===== config.mk =====
export PLATFORM = sky130hd
export DESIGN_NAME = single_mem_arbiter_flat
export DESIGN_NICKNAME = d
export VERILOG_FILES = /design/src/rtl/single_mem_arbiter_pkg.sv /design/src/rtl/single_mem_arbiter_if.sv /design/src/rtl/single_mem_arbiter_sat_counter.sv /design/src/rtl/single_mem_arbiter.sv /design/src/flat_wrapper.sv
export SDC_FILE = /design/constraint.sdc
export NUM_CORES = 1
export LEC_CHECK = 0
export ABC_AREA = 1
export BUFFER_PORTS_ARGS = -buffer_cell sky130_fd_sc_hd__buf_2
export CAP_MARGIN = 10
export CORE_ASPECT_RATIO = 0.8
export CORE_MARGIN = 10
export CORE_UTILIZATION = 28
export CTS_CLUSTER_DIAMETER = 50
export DETAILED_ROUTE_END_ITERATION = 8
export PLACE_DENSITY = 0.94
export SETUP_SLACK_MARGIN = 0.5
export SYNTH_ARGS = -nofsm -noshare
export SYNTH_HDL_FRONTEND = slang
export SYNTH_SLANG_ARGS = --single-unit

===== constraint.sdc =====
create_clock -name clk -period 2.1 [get_ports clk]
set_clock_uncertainty 0.05 [all_clocks]
set_input_delay 0.525 -clock clk [delete_from_list [all_inputs] [get_ports clk]]
set_output_delay 0.525 -clock clk [all_outputs]
set_load 0.1 [all_outputs]

===== src/rtl/single_mem_arbiter_pkg.sv =====
// Shared types and default widths for the instruction/data memory arbiter.
package single_mem_arb_pkg;

    localparam int DEF_ADDR_W = 10;
    localparam int DEF_DATA_W = 32;
    localparam int DEF_CNT_W  = 16;

    typedef enum logic [1:0] {
        IDLE   = 2'd0,
        BUSY_D = 2'd1,
        BUSY_I = 2'd2
    } arb_state_e;

endpackage


===== src/rtl/single_mem_arbiter_if.sv =====
// Bundle of the fetch port, load/store port and memory-side signals of the arbiter.
interface single_mem_arbiter_if #(
    parameter int ADDR_W = single_mem_arb_pkg::DEF_ADDR_W,
    parameter int DATA_W = single_mem_arb_pkg::DEF_DATA_W
);

    logic              if_req;
    logic [ADDR_W-1:0] if_addr;
    logic              if_valid;
    logic [DATA_W-1:0] if_rdata;

    logic              d_req;
    logic              d_wen;
    logic              d_b;
    logic              d_h;
    logic              d_u;
    logic [ADDR_W-1:0] d_addr;
    logic [DATA_W-1:0] d_wdata;
    logic              d_valid;
    logic [DATA_W-1:0] d_rdata;

    logic              mem_wen;
    logic              mem_b;
    logic              mem_h;
    logic              mem_u;
    logic [ADDR_W-1:0] mem_addr;
    logic [DATA_W-1:0] mem_din;
    logic [DATA_W-1:0] mem_dout;

    modport slave (
        input  if_req, if_addr,
        output if_valid, if_rdata,
        input  d_req, d_wen, d_b, d_h, d_u, d_addr, d_wdata,
        output d_valid, d_rdata,
        output mem_wen, mem_b, mem_h, mem_u, mem_addr, mem_din,
        input  mem_dout
    );

    modport master (
        output if_req, if_addr,
        input  if_valid, if_rdata,
        output d_req, d_wen, d_b, d_h, d_u, d_addr, d_wdata,
        input  d_valid, d_rdata,
        input  mem_wen, mem_b, mem_h, mem_u, mem_addr, mem_din,
        output mem_dout
    );

endinterface


===== src/rtl/single_mem_arbiter_sat_counter.sv =====
// Saturating up-counter with async active-low clear; only built with SINGLE_MEM_ARB_STALL_CNT_EN.
`ifdef SINGLE_MEM_ARB_STALL_CNT_EN
module arb_sat_counter #(
    parameter int W = 16
) (
    input  logic         clk,
    input  logic         rst_n,
    input  logic         inc_i,
    output logic [W-1:0] cnt_o
);

    logic [W-1:0] cnt_q;
    logic [W-1:0] cnt_d;

    // Next count: hold at all-ones once reached
    always_comb begin
        cnt_d = cnt_q;
        if (inc_i && (cnt_q != {W{1'b1}})) begin
            cnt_d = cnt_q + {{(W-1){1'b0}}, 1'b1};
        end else begin
            cnt_d = cnt_q;
        end
    end

    // Count register
    always_ff @(posedge clk or negedge rst_n) begin
        if (!rst_n) begin
            cnt_q <= {W{1'b0}};
        end else begin
            cnt_q <= cnt_d;
        end
    end

    assign cnt_o = cnt_q;

endmodule
`endif


===== src/rtl/single_mem_arbiter.sv =====
// Fetch / load-store arbiter in front of the unified memory; data wins from IDLE, ports alternate under contention.
// SINGLE_MEM_ARB_STALL_CNT_EN enables the saturating wait-cycle counter on stall_cnt.
module single_mem_arbiter
    import single_mem_arb_pkg::*;
#(
    parameter int ADDR_W = DEF_ADDR_W,
    parameter int DATA_W = DEF_DATA_W,
    parameter int CNT_W  = DEF_CNT_W
) (
    input  logic                 clk,
    input  logic                 rst,
    single_mem_arbiter_if.slave  bus,
    output logic                 stall,
    output logic [CNT_W-1:0]     stall_cnt
);

    arb_state_e        state_q;
    arb_state_e        state_d;
    logic              issue_d_s;
    logic              issue_i_s;
    logic              d_valid_s;
    logic              if_valid_s;
    logic              mem_wen_s;
    logic              mem_b_s;
    logic              mem_h_s;
    logic              mem_u_s;
    logic [ADDR_W-1:0] mem_addr_s;
    logic [DATA_W-1:0] mem_din_s;

    // State register
    always_ff @(posedge clk or negedge rst) begin
        if (!rst) begin
            state_q <= IDLE;
        end else begin
            state_q <= state_d;
        end
    end

    // Grant decision; the port completing this cycle is not eligible, which yields alternation
    always_comb begin
        issue_d_s = 1'b0;
        issue_i_s = 1'b0;
        if (rst) begin
            case (state_q)
                IDLE: begin
                    if (bus.d_req) begin
                        issue_d_s = 1'b1;
                    end else if (bus.if_req) begin
                        issue_i_s = 1'b1;
                    end else begin
                        issue_i_s = 1'b0;
                    end
                end
                BUSY_D: begin
                    if (bus.if_req) begin
                        issue_i_s = 1'b1;
                    end else begin
                        issue_i_s = 1'b0;
                    end
                end
                BUSY_I: begin
                    if (bus.d_req) begin
                        issue_d_s = 1'b1;
                    end else begin
                        issue_d_s = 1'b0;
                    end
                end
                default: begin
                    issue_d_s = 1'b0;
                    issue_i_s = 1'b0;
                end
            endcase
        end else begin
            issue_d_s = 1'b0;
            issue_i_s = 1'b0;
        end
        if (issue_d_s) begin
            state_d = BUSY_D;
        end else if (issue_i_s) begin
            state_d = BUSY_I;
        end else begin
            state_d = IDLE;
        end
    end

    // Memory-side mux; everything reads as zero when nothing is issued
    always_comb begin
        mem_wen_s  = 1'b0;
        mem_b_s    = 1'b0;
        mem_h_s    = 1'b0;
        mem_u_s    = 1'b0;
        mem_addr_s = {ADDR_W{1'b0}};
        mem_din_s  = {DATA_W{1'b0}};
        if (issue_d_s) begin
            mem_wen_s  = bus.d_wen;
            mem_b_s    = bus.d_b;
            mem_h_s    = bus.d_h;
            mem_u_s    = bus.d_u;
            mem_addr_s = bus.d_addr;
            mem_din_s  = bus.d_wdata;
        end else if (issue_i_s) begin
            mem_addr_s = bus.if_addr;
        end else begin
            mem_wen_s  = 1'b0;
        end
    end

    assign d_valid_s    = (state_q == BUSY_D);
    assign if_valid_s   = (state_q == BUSY_I);

    assign bus.mem_wen  = mem_wen_s;
    assign bus.mem_b    = mem_b_s;
    assign bus.mem_h    = mem_h_s;
    assign bus.mem_u    = mem_u_s;
    assign bus.mem_addr = mem_addr_s;
    assign bus.mem_din  = mem_din_s;

    assign bus.d_valid  = d_valid_s;
    assign bus.d_rdata  = bus.mem_dout;
    assign bus.if_valid = if_valid_s;
    assign bus.if_rdata = bus.mem_dout;

    assign stall = (bus.if_req & ~if_valid_s) | (bus.d_req & ~d_valid_s);

`ifdef SINGLE_MEM_ARB_STALL_CNT_EN
    logic wait_s;

    // A cycle counts as waiting when a requesting port is neither issued nor completing
    assign wait_s = (bus.d_req  & ~issue_d_s & ~d_valid_s) |
                    (bus.if_req & ~issue_i_s & ~if_valid_s);

    arb_sat_counter #(
        .W (CNT_W)
    ) u_stall_cnt (
        .clk   (clk),
        .rst_n (rst),
        .inc_i (wait_s),
        .cnt_o (stall_cnt)
    );
`else
    assign stall_cnt = {CNT_W{1'b0}};
`endif

endmodule


===== src/flat_wrapper.sv =====
// flat-port wrapper written by rule: the top's interface ports become plain ports
module single_mem_arbiter_flat import single_mem_arb_pkg::*;
#(
    parameter int ADDR_W = DEF_ADDR_W,
    parameter int DATA_W = DEF_DATA_W,
    parameter int CNT_W  = DEF_CNT_W
)
  (clk, rst, stall, stall_cnt, bus_if_req, bus_if_addr, bus_if_valid, bus_if_rdata, bus_d_req, bus_d_wen, bus_d_b, bus_d_h, bus_d_u, bus_d_addr, bus_d_wdata, bus_d_valid, bus_d_rdata, bus_mem_wen, bus_mem_b, bus_mem_h, bus_mem_u, bus_mem_addr, bus_mem_din, bus_mem_dout);
  single_mem_arbiter_if #(.ADDR_W(ADDR_W), .DATA_W(DATA_W)) bus_i ();
  input  logic clk;
  input  logic rst;
  output logic stall;
  output logic [CNT_W-1:0] stall_cnt;
  input wire logic [$bits(bus_i.if_req)-1:0] bus_if_req;
  input wire logic [$bits(bus_i.if_addr)-1:0] bus_if_addr;
  output wire logic [$bits(bus_i.if_valid)-1:0] bus_if_valid;
  output wire logic [$bits(bus_i.if_rdata)-1:0] bus_if_rdata;
  input wire logic [$bits(bus_i.d_req)-1:0] bus_d_req;
  input wire logic [$bits(bus_i.d_wen)-1:0] bus_d_wen;
  input wire logic [$bits(bus_i.d_b)-1:0] bus_d_b;
  input wire logic [$bits(bus_i.d_h)-1:0] bus_d_h;
  input wire logic [$bits(bus_i.d_u)-1:0] bus_d_u;
  input wire logic [$bits(bus_i.d_addr)-1:0] bus_d_addr;
  input wire logic [$bits(bus_i.d_wdata)-1:0] bus_d_wdata;
  output wire logic [$bits(bus_i.d_valid)-1:0] bus_d_valid;
  output wire logic [$bits(bus_i.d_rdata)-1:0] bus_d_rdata;
  output wire logic [$bits(bus_i.mem_wen)-1:0] bus_mem_wen;
  output wire logic [$bits(bus_i.mem_b)-1:0] bus_mem_b;
  output wire logic [$bits(bus_i.mem_h)-1:0] bus_mem_h;
  output wire logic [$bits(bus_i.mem_u)-1:0] bus_mem_u;
  output wire logic [$bits(bus_i.mem_addr)-1:0] bus_mem_addr;
  output wire logic [$bits(bus_i.mem_din)-1:0] bus_mem_din;
  input wire logic [$bits(bus_i.mem_dout)-1:0] bus_mem_dout;
  assign bus_i.if_req = bus_if_req;
  assign bus_i.if_addr = bus_if_addr;
  assign bus_if_valid = bus_i.if_valid;
  assign bus_if_rdata = bus_i.if_rdata;
  assign bus_i.d_req = bus_d_req;
  assign bus_i.d_wen = bus_d_wen;
  assign bus_i.d_b = bus_d_b;
  assign bus_i.d_h = bus_d_h;
  assign bus_i.d_u = bus_d_u;
  assign bus_i.d_addr = bus_d_addr;
  assign bus_i.d_wdata = bus_d_wdata;
  assign bus_d_valid = bus_i.d_valid;
  assign bus_d_rdata = bus_i.d_rdata;
  assign bus_mem_wen = bus_i.mem_wen;
  assign bus_mem_b = bus_i.mem_b;
  assign bus_mem_h = bus_i.mem_h;
  assign bus_mem_u = bus_i.mem_u;
  assign bus_mem_addr = bus_i.mem_addr;
  assign bus_mem_din = bus_i.mem_din;
  assign bus_i.mem_dout = bus_mem_dout;
  single_mem_arbiter #(.ADDR_W(ADDR_W), .DATA_W(DATA_W), .CNT_W(CNT_W)) u_core (.clk(clk), .rst(rst), .bus(bus_i), .stall(stall), .stall_cnt(stall_cnt));
endmodule

==> results.cfg <==
[worst_setup_path]
rr_startpoint = u_core.state_q[0]
start_kind = flop
worstPathRequired_ps = 1520
worstSetupPathType = flop to output port
startpoint = u_core.state_q[0]
critPathArrivalTime_ps = 1440
crit_path_end_kind = output port
cp_max_fo = 9

[cts]
path_clk_slew_ps = 20
htree_levels = 1
cts_buffers = 3
tritoncts = built
clock_path_buffers = 2
clk_latency_ps = 210
cts_root_buffer = clkbuf_8
cts.sinks = 2

[cells_and_area]
top_register = u_core.state_q
syn_to_final_growth_pct = 150
final_nets = 355
antenna_cells = 0
fillers = 246
largest_reg_flops = 2
largestRegisters = u_core.state_q x2
drive_above_1_share = 0.774
final_util = 0.746

[timing]
rsz0062_at_grt = yes
fin_crit_sh = 0.959
setup_tns_ps = 0
final-max-slew-violation-count = 0
hold_viol_final = 0
period_minus_slack_ps = 2010
fmax_mhz = 497
setup_violations = 0

[yosys]
ys_top_cells_by_area = buf_4 53%, nor2_1 13%, inv_1 12%
yosysSeqAreaShare = 0.0433
yosys_warnings = 0
syn-mean-instance-area_um2 = 5.67
netlist_instances = 204
synthDistinctLibCells = 13
synth-seq-cells = 2
mappedNetlistArea_um2 = 1160
yosysTopAreaCellShare = 0.526
yosysTopAreaCell = buf_4

[floorplan]
rows = 20
dieArea_um2 = 7120
die_h_um = 77.5
start_util = 0.298
core-area_um2 = 3880
pin_count = 221
die-width_um = 91.8

[grt]
gr-total-overflow = 0
grt_max_degree = 14
grt_pass1_vias = 1513
antenna_found_initial = 0
grt_first_pass_wirelength_um = 9090
grtUsageTotal = 0.160

[routing]
antenna_left = 0
routedWlPerCell_um = 18.9
drt-total-wl_um = 5960
num_vias = 1318
drt_first_pass_iters = 2
viasPerCell = 4.17
drt_iter0_markers = 10
drc_errors = 0

[power_and_ir_drop]
powerDensity_nw_per_um2 = 402
peakVddDrop_uv = 382
leakagePower_nw = 1.36
power_mw = 1.16

[placed_design]
dp_hpwl_um = 5100
port_buffers = 108
gp_congestion = 0.745

[worst_hold_path]
hp-class = input pin to asynchronous set/reset pin

[flow_run]
drv_cap = 0

[run_status]
status = finished, final reports clean
-- worst paths after layout --
path                                      to  slack [ps]  depth (start not counted)
hold reg to reg            u_core.state_q[0]         760                          4
min in group clk           u_core.state_q[0]         750                          4
setup / recovery             bus_mem_din[19]          90                          6
hold / removal             u_core.state_q[0]          50                          1
max in group asynchronous  u_core.state_q[1]        1770                          2
setup reg to reg           u_core.state_q[1]        1000                          4
-- routing by layer --
metal  up-vias  GRT usage  share of wire
met1       586      0.137           0.30
met3         6     0.0952           0.13
met5         -          0              0
met2       125      0.314           0.56
met4         0     0.0292          0.010
li1        601          -              -
-- cell usage in the layout (no fill, tap or decap) --
master | synthesis | routed
and2_1 | 1 | 1
nand2_2 | 0 | 2
dfrtp_1 | 2 | 2
nand3_4 | 1 | 11
nor2_2 | 0 | 2
nand2_1 | 23 | 1
inv_1 | 37 | 37
clkbuf_8 | 0 | 3
buf_12 | 0 | 55
o21ai_0 | 2 | 2
inv_4 | 0 | 1
buf_8 | 0 | 2
buf_16 | 0 | 1
inv_2 | 2 | 1
nand2_4 | 0 | 7
buf_4 | 81 | 7
conb_1 | 1 | 16
nor2_4 | 0 | 37
buf_2 | 4 | 57
nand2_8 | 0 | 13
buf_6 | 1 | 3
-- critical path, cell delays in order, from the launching register on --
cell and delay [ps]:
dfrtp_1 390, inv_2 110, nand3_4 100, buf_12 160
buf_12 150, nor2_4 120, buf_12 180
-- report_power, final --
part,switching (mW),internal (mW),total (mW)
sequential,0.00241,0.0409,0.0433
combinational,0.660,0.311,0.972
clock,0.0281,0.121,0.149
-- cell usage after synthesis (all sizes together) --
cell type  instances
nor2              39
dfrtp              2
o21ai              2
and2               1
buf               86
nand2             23
conb               1
inv               39
nand3             11
-- stage by stage --
step                      worst slack [ps]  hold slack (ps)  std cells  area (µm²)
after CTS                             82.3             37.8        316        2890
after detailed placement              65.3              308        305        2680
after global routing                  21.9             36.3        316        2890
after global placement                72.4              305        305        2680
final                                 86.1             45.3        316        2890
after floorplan                       58.8              179        219        1880
-- timing repair --
| action | CTS | global route |
|---|---|---|
| hold buffers | 0 | 0 |
| setup buffers | 7 | 0 |
| resized for setup | 25 | 0 |
| pin swaps | 5 | 6 |
| setup endpoints to repair | 49 | 49 |
| cloned | 1 | 0 |
-- kinds of logic (layout without fill, tap and decap cells) --
group / count (synthesis) / count (layout) / share of synthesized area
AND/OR/NAND/NOR: 74 / 74 / 0.265
flip-flops: 2 / 2 / 0.0433
AO/OA/AOI/OAI: 2 / 2 / 0.00866
other: 1 / 16 / 0.00324
buffers and inverters: 125 / 167 / 0.680
-- area by class of cell --
cell class | instances | area (µm²) | share of cell area
timing repair buffer | 125 | 1530 | 0.529
multi-input combinational | 92 | 1050 | 0.364
inverter | 39 | 149 | 0.0515
tap | 55 | 68.8 | 0.0238
sequential | 2 | 50.0 | 0.0173
clock buffer | 3 | 41.3 | 0.0143
Power figures use the tool's default switching activity.
